==> src/rtl/wic_ctrl_param.sv <==
// Parametrised wake-up interrupt controller: per-source pending capture, fixed-priority arbitration, sleep/wake FSM.
// Define WIC_INT_SYNC_EN to pass every int_vld line through a 2-flop synchroniser before capture.
module wic_ctrl_param #(
    parameter int NUM_INT  = 32,
    parameter int ID_W     = 5,
    parameter int WAKE_DLY = 4,
    parameter int CNT_W    = 8
) (
    input  logic               wic_clk,
    input  logic               pad_cpu_rst,
    input  logic [NUM_INT-1:0] int_vld,
    input  logic [NUM_INT-1:0] int_cfg,
    input  logic [NUM_INT-1:0] awake_enable,
    input  logic               ack_vld,
    input  logic [ID_W-1:0]    ack_id,
    input  logic               cpu_sleep_req,
    input  logic               cpu_wakeup_ack,
    output logic [NUM_INT-1:0] int_pending,
    output logic               intraw_vld,
    output logic               arb_vld,
    output logic [ID_W-1:0]    arb_id,
    output logic               wakeup_req,
    output logic [1:0]         wic_state
);
    localparam logic [1:0] ST_RUN   = 2'b00;
    localparam logic [1:0] ST_ARMED = 2'b01;
    localparam logic [1:0] ST_DELAY = 2'b10;
    localparam logic [1:0] ST_WAKE  = 2'b11;
    localparam logic [CNT_W-1:0] DLY_LOAD = CNT_W'(WAKE_DLY);

    logic [NUM_INT-1:0] w_int_src;
    logic [NUM_INT-1:0] w_ack_hit;
    logic [NUM_INT-1:0] w_pend_nxt;
    logic [NUM_INT-1:0] w_enabled;
    logic [NUM_INT-1:0] r_int_prev;
    logic [NUM_INT-1:0] r_pending;
    logic [1:0]         r_state;
    logic [1:0]         w_state_nxt;
    logic [CNT_W-1:0]   r_cnt;
    logic [CNT_W-1:0]   w_cnt_nxt;
    logic               r_wakeup_req;
    logic               w_arb_vld;
    logic [ID_W-1:0]    w_arb_id;

`ifdef WIC_INT_SYNC_EN
    logic [NUM_INT-1:0] r_sync_0;
    logic [NUM_INT-1:0] r_sync_1;

    always_ff @(posedge wic_clk) begin
        if (pad_cpu_rst) begin
            r_sync_0 <= '0;
            r_sync_1 <= '0;
        end else begin
            r_sync_0 <= int_vld;
            r_sync_1 <= r_sync_0;
        end
    end

    assign w_int_src = r_sync_1;
`else
    assign w_int_src = int_vld;
`endif

    // Pulse sources: a fresh rising edge beats an acknowledge arriving in the same cycle.
    always_comb begin
        w_ack_hit  = '0;
        w_pend_nxt = '0;
        for (int i = 0; i < NUM_INT; i++) begin
            w_ack_hit[i] = ack_vld && (ack_id == ID_W'(i));
            if (!int_cfg[i]) begin
                w_pend_nxt[i] = w_int_src[i];
            end else if (w_int_src[i] && !r_int_prev[i]) begin
                w_pend_nxt[i] = 1'b1;
            end else if (w_ack_hit[i]) begin
                w_pend_nxt[i] = 1'b0;
            end else begin
                w_pend_nxt[i] = r_pending[i];
            end
        end
    end

    assign w_enabled = r_pending & awake_enable;

    always_comb begin
        w_arb_vld = 1'b0;
        w_arb_id  = '0;
        for (int i = NUM_INT - 1; i >= 0; i--) begin
            if (w_enabled[i]) begin
                w_arb_vld = 1'b1;
                w_arb_id  = ID_W'(i);
            end
        end
    end

    always_comb begin
        w_state_nxt = r_state;
        w_cnt_nxt   = r_cnt;
        case (r_state)
            ST_RUN: begin
                if (cpu_sleep_req) w_state_nxt = ST_ARMED;
            end
            ST_ARMED: begin
                if (w_arb_vld) begin
                    if (WAKE_DLY == 0) begin
                        w_state_nxt = ST_WAKE;
                    end else begin
                        w_state_nxt = ST_DELAY;
                        w_cnt_nxt   = DLY_LOAD;
                    end
                end
            end
            ST_DELAY: begin
                w_cnt_nxt = r_cnt - CNT_W'(1);
                if (r_cnt == CNT_W'(1)) w_state_nxt = ST_WAKE;
            end
            default: begin
                if (cpu_wakeup_ack) w_state_nxt = ST_RUN;
            end
        endcase
    end

    always_ff @(posedge wic_clk) begin
        if (pad_cpu_rst) begin
            r_pending    <= '0;
            r_int_prev   <= '0;
            r_cnt        <= '0;
            r_state      <= ST_RUN;
            r_wakeup_req <= 1'b0;
        end else begin
            r_pending    <= w_pend_nxt;
            r_int_prev   <= w_int_src;
            r_cnt        <= w_cnt_nxt;
            r_state      <= w_state_nxt;
            r_wakeup_req <= (w_state_nxt == ST_WAKE);
        end
    end

    assign int_pending = r_pending;
    assign intraw_vld  = |w_enabled;
    assign arb_vld     = w_arb_vld;
    assign arb_id      = w_arb_id;
    assign wakeup_req  = r_wakeup_req;
    assign wic_state   = r_state;

endmodule

==> config.mk <==
export PLATFORM = sky130hd
export DESIGN_NAME = wic_ctrl_param
export DESIGN_NICKNAME = d
export VERILOG_FILES = /design/src/rtl/wic_ctrl_param.sv
export SDC_FILE = /design/constraint.sdc
export NUM_CORES = 1
export LEC_CHECK = 0
export ABC_CLOCK_PERIOD_IN_PS = 5500
export CAP_MARGIN = 20
export CORE_AREA = 5 5 106 108
export DETAILED_ROUTE_END_ITERATION = 16
export DIE_AREA = 0 0 111 113
export DONT_BUFFER_PORTS = 1
export PLACE_DENSITY_LB_ADDON = 0.15
export SYNTH_ARGS = -nofsm -noshare
export SYNTH_HDL_FRONTEND = slang
export SYNTH_SLANG_ARGS = --single-unit
export TNS_END_PERCENT = 100
==> constraint.sdc <==
create_clock -name wic_clk -period 5.5 [get_ports wic_clk]
set_clock_uncertainty 0.05 [all_clocks]
set_input_delay 0.55 -clock wic_clk [delete_from_list [all_inputs] [get_ports wic_clk]]
set_output_delay 0.55 -clock wic_clk [all_outputs]
set_load 0.05 [all_outputs]
; After elaboration in Yosys (flattened, before gate mapping)
; Cells that the tools add are included.
[word_totals]
register_bits = 75
input_bits = 106
output_inout_bits = 42
word_cells = 374
[op_classes]
addsub = 1
eq_ne = 68
mux = 167
bitwise = 1
reduce_logical = 101
[op_table]
columns = operator, count
row1 = 5-bit two-way mux, 32
row2 = 1-bit two-way mux, 128
row3 = 3-bit by 1-bit inequality test with 1-bit output (second input constant), 32
row4 = 5-bit equality test (second input constant), 16
row5 = 1-bit logical AND, 64
row6 = 5-bit by 4-bit equality test with 1-bit output (second input constant), 8
row7 = 32-bit bitwise AND, 1
row8 = 1-bit logical NOT, 32
row9 = 32-bit OR reduction, 1
row10 = 5-bit by 3-bit equality test with 1-bit output (second input constant), 4
row11 = 8-bit case mux with 2 select lines, 1
row12 = 5-bit by 2-bit equality test with 1-bit output (second input constant), 2
row13 = 8-bit by 1-bit equality test with 1-bit output (second input constant), 1
row14 = 2-bit two-way mux, 4
row15 = 8-bit two-way mux, 1
row16 = 8-bit by 1-bit subtractor with 8-bit output (second input constant), 1
row17 = 2-bit case mux with 3 select lines, 1
row18 = 5-bit by 1-bit equality test with 1-bit output (second input constant), 1
row19 = 5-bit logical NOT, 1
row20 = 2-bit equality test (second input constant), 2
row21 = 2-bit by 1-bit equality test with 1-bit output (second input constant), 1
row22 = 2-bit logical NOT, 1
row23 = 2-bit inequality test (second input constant), 1
row24 = 2-bit AND reduction, 1
row25 = 2-bit nonzero test, 1

; Longest topological paths before layout
[depth]
depth_word = 36
ltp_mapped = 7
depth_no_buf = 7

; Worst setup path after synthesis
; OpenSTA, ideal clock, no wires.
[synth_path]
kind = input -> output
start = in awake_enable[1]
end = out arb_id[4]
arrival_ns = 2.456
required_ns = 4.900
path_slack_ns = 2.444
cell_stages = 3
n_path_buf = 0
cell_sequence = a22o_1 -> or4_4 -> nor3_1
[synth_between]
elab_chain_cells = 3
[synth_rtl]
columns = item, line
row1 = "start, declared", 13  ; input logic [NUM_INT-1:0] awake_enable,
row2 = 32-bit bitwise AND, 82  ; assign w_enabled = r_pending & awake_enable;
row3 = 5-bit two-way mux (2 in a row), 88  ; if (w_enabled[i]) begin
row4 = "end, declared", 21  ; output logic [ID_W-1:0] arb_id,
; No other way between the ends.

; Worst setup path in the final report
[layout_path]
start = reg r_pending[27], in the netlist int_pending[27]
end = out arb_id[0]
[layout_between]
elab_chain_cells = 29
[layout_rtl]
columns = item, line
row1 = "start, declared", 36  ; logic [NUM_INT-1:0] r_pending;
row2 = "start signal, assigned", 130  ; r_pending <= w_pend_nxt;
row3 = 32-bit bitwise AND, 82
row4 = 5-bit two-way mux (28 in a row), 88
; No other way between the ends.

==> qor.yml <==
die:
  fp-row-count: 37
  initial_utilization_pct: 34.0
  die-area_sq_mm: 0.0125
  die_w_microns: 111
  pin_count: 148
  coreArea_sq_mm: 0.0101
  fp.dieH_microns: 113
power_and_ir_drop:
  switching_power_w: 0.000420
  p_leak_nw: 1.34
  p_comb_share_pct: 14.3
  pwr-share-seq_pct: 55.7
  power_w: 0.00124
  ir_drop_mv: 0.153
  p_int_w: 0.000823
  switching_share_pct: 33.8
  powerDensity_mw_per_mm2: 333
  clkPwrFrac_pct: 30.0
timing:
  tightest_slew_ns: 1.14
  rsz0062_at_grt: "false"
  period_share_pct: 61.0
  finalMaxSlewViolations: 0
  finalHoldViolCount: 0
  fmax_mhz: 298
  fin_tns_setup_ns: 0
  max_slew_margin_pct: 24.5
  finalSetupViolCount: 0
  finalCriticalPeriod_ns: 3.36
placed_design:
  gp_congestion: 0.805
  io_buffers: 0
  place_hpwl_microns: 8310
clock_network:
  cts_buffers: 9
  worstSkewPairLatency_ns: 0.36
  cts.htree.levels: 3
  clockRootBuffer: "clkbuf_8"
  cts_max_path_buffers: 2
  cts_resized: 0
  cts_tree: "yes"
  clkTransAtPathRegs_ns: 0.08
  cts_hold_buf: 0
  cts.sinks: 75
  post_cts_buffers: 0
yosys:
  synth_seq_area_share_pct: 43.6
  syn_area_per_cell_sq_um: 7.97
  synthesis.yosys.warnings: 0
  async_reset_ff_share_pct: 0
  synth_edf_count: 0
  netlist_area_sq_mm: 0.00344
  syn-num-nets: 540
  synth_cell_types: 46
  postSynthCellCount: 432
  synthFlopType: "dfxtp_1"
  ys_seq_elements: 75
critical_path:
  crit_slowest_cell: "a21oi_1"
  reg2regPathDepth: 5
  slowest_delay_ns: 0.90
  cp-startpoint: "int_pending[27]"
  cp-start-kind: "register"
  cp_max_fo: 4
  end_kind: "output port"
  critPathArrivalTime_ns: 2.76
  path_cells: "nand2_1 > a32o_1 > a31oi_1 > o211ai_1 > a21oi_1"
  worst_r2r_startpoint: "int_pending[0]"
  cp_data_required_time_ns: 4.90
  critPathKind: "reg2out"
detailed_routing:
  wirelength_microns: 10600
  drtAntennaViolNets: 0
  drt-pass1-iter-count: 4
  drc: 0
  via_per_inst: 5.25
  vias: 2990
  wire_per_inst_microns: 18.7
  drtIter0Drc: 124
layout:
  nets: 538
  layout_common_cells: "125 x nand2_1, 75 x dfxtp_1, 41 x nor2_1, 39 x nor2b_1, 32 x o31ai_1"
  drive_gt1_share_pct: 5.07
  final_common_cell: "nand2_1"
  n_antenna_cell: 0
  syn_to_final_growth_pct: 8.40
  n_fill_cell: 1082
global_routing:
  top_usage_layer: "met2"
  grt_pass1_wl_microns: 16500
  grt_overflow_total: 0
  grt_max_degree: 77
  antenna_found_initial: 0
  grt_pass1_vias: 3035
  grt_use_met1_pct: 20.5
  grtUsageMet3_pct: 6.84
  grt_usage_pct: 17.1
  grt_use_met2_pct: 27.1
flow_run:
  cap_violations: 0
hold_path:
  holdCritStartpoint: "pad_cpu_rst"
  min_path_type: "in2reg"
  whs_path_depth: 1
outcome:
  outcome: "completed"
-- worst max-delay path: cells and delay by family, from the launching register on --
family | cells | cell delay (ns)
AOI/OAI and AO/OA | 4 | 1.52
DFF | 1 | 0.69
and+or+nand+nor | 1 | 0.19
-- Yosys cell counts, types with 2 or more instances --
master	count	area share, %
nand2_1	125	14
dfxtp_1	75	44
nor2_1	41	4.5
nor2b_1	39	7.1
o31ai_1	32	7.0
a22o_1	10	2.5
clkbuf_1	9	0.98
nand3_1	9	1.3
a22oi_1	8	1.7
o21ai_0	7	1.0
a21oi_1	6	0.87
nor3_1	6	0.87
nand2b_1	5	0.91
a32o_1	4	1.2
inv_1	4	0.44
xnor2_1	4	1.0
a211oi_1	3	0.65
a311oi_1	3	0.76
a31oi_1	3	0.55
nor4_1	3	0.55
a32oi_1	2	0.51
and2_1	2	0.36
buf_1	2	0.22
buf_2	2	0.29
ha_1	2	0.73
nand4_1	2	0.36
nand4b_1	2	0.51
nor3b_1	2	0.44
o2111ai_1	2	0.51
or3_1	2	0.36
-- cells by family after synthesis --
kind of cell	share of synthesized area (%)
adder cells (fa/ha/maj)	0.727
flip-flops	43.6
AND/OR/NAND/NOR	33.4
XOR/XNOR	1.27
AO/OA/AOI/OAI	19.1
buffers and inverters	1.93
-- per-stage QoR --
stage	setup WS (ns)	cells	area [sq um]	hold WS [ns]	util (%)
floorplan	2.44	432	3440	0.395	-
global placement	2.48	555	3570	0.402	35.2
detailed placement	2.44	555	3570	0.406	35.2
CTS	2.09	570	3730	0.191	36.8
global route	2.01	570	3730	0.184	36.8
finish	2.14	570	3730	0.215	36.8
-- layout make-up --
class / instances / area (sq um) / area share, %
inverter: 4 / 15.0 / 0.402
clock inverter: 3 / 15.0 / 0.402
multi-input combinational: 340 / 1880 / 50.5
clock buffer: 12 / 145 / 3.89
tap: 136 / 170 / 4.56
sequential: 75 / 1500 / 40.2
-- worst paths after layout --
| path | endpoint | slack [ns] |
|---|---|---|
| worst max-delay path | arb_id[0] | 2.14 |
| worst min-delay path | r_int_prev[30] | 0.21 |
| worst max register to register | r_cnt[3] | 2.42 |
| worst min register to register | int_pending[6] | 0.42 |
-- registers in the layout, summed over array words and instances (netlist names) --
register / cells
int_pending: 32
r_cnt: 8
r_int_prev: 32
wakeup_req: 1
wic_state: 2
-- per-layer routing --
layer,share of wire (%),wire (microns),vias to the layer above
li1,-,-,1508
met1,43,4540,1368
met2,46,4880,99
met3,9.2,979,15
met4,2.3,241,0
met5,0,0,-
-- power by group through the flow --
stage	sequential, W	clock (W)	combinational [W]
floorplan	0.000690	0	0.000154
detailed placement	0.000705	0	0.000179
global route	0.000699	0.000415	0.000198
global placement	0.000704	0	0.000177
finish	0.000692	0.000372	0.000178
CTS	0.000692	0.000388	0.000180
Power figures use the tool's default switching activity.
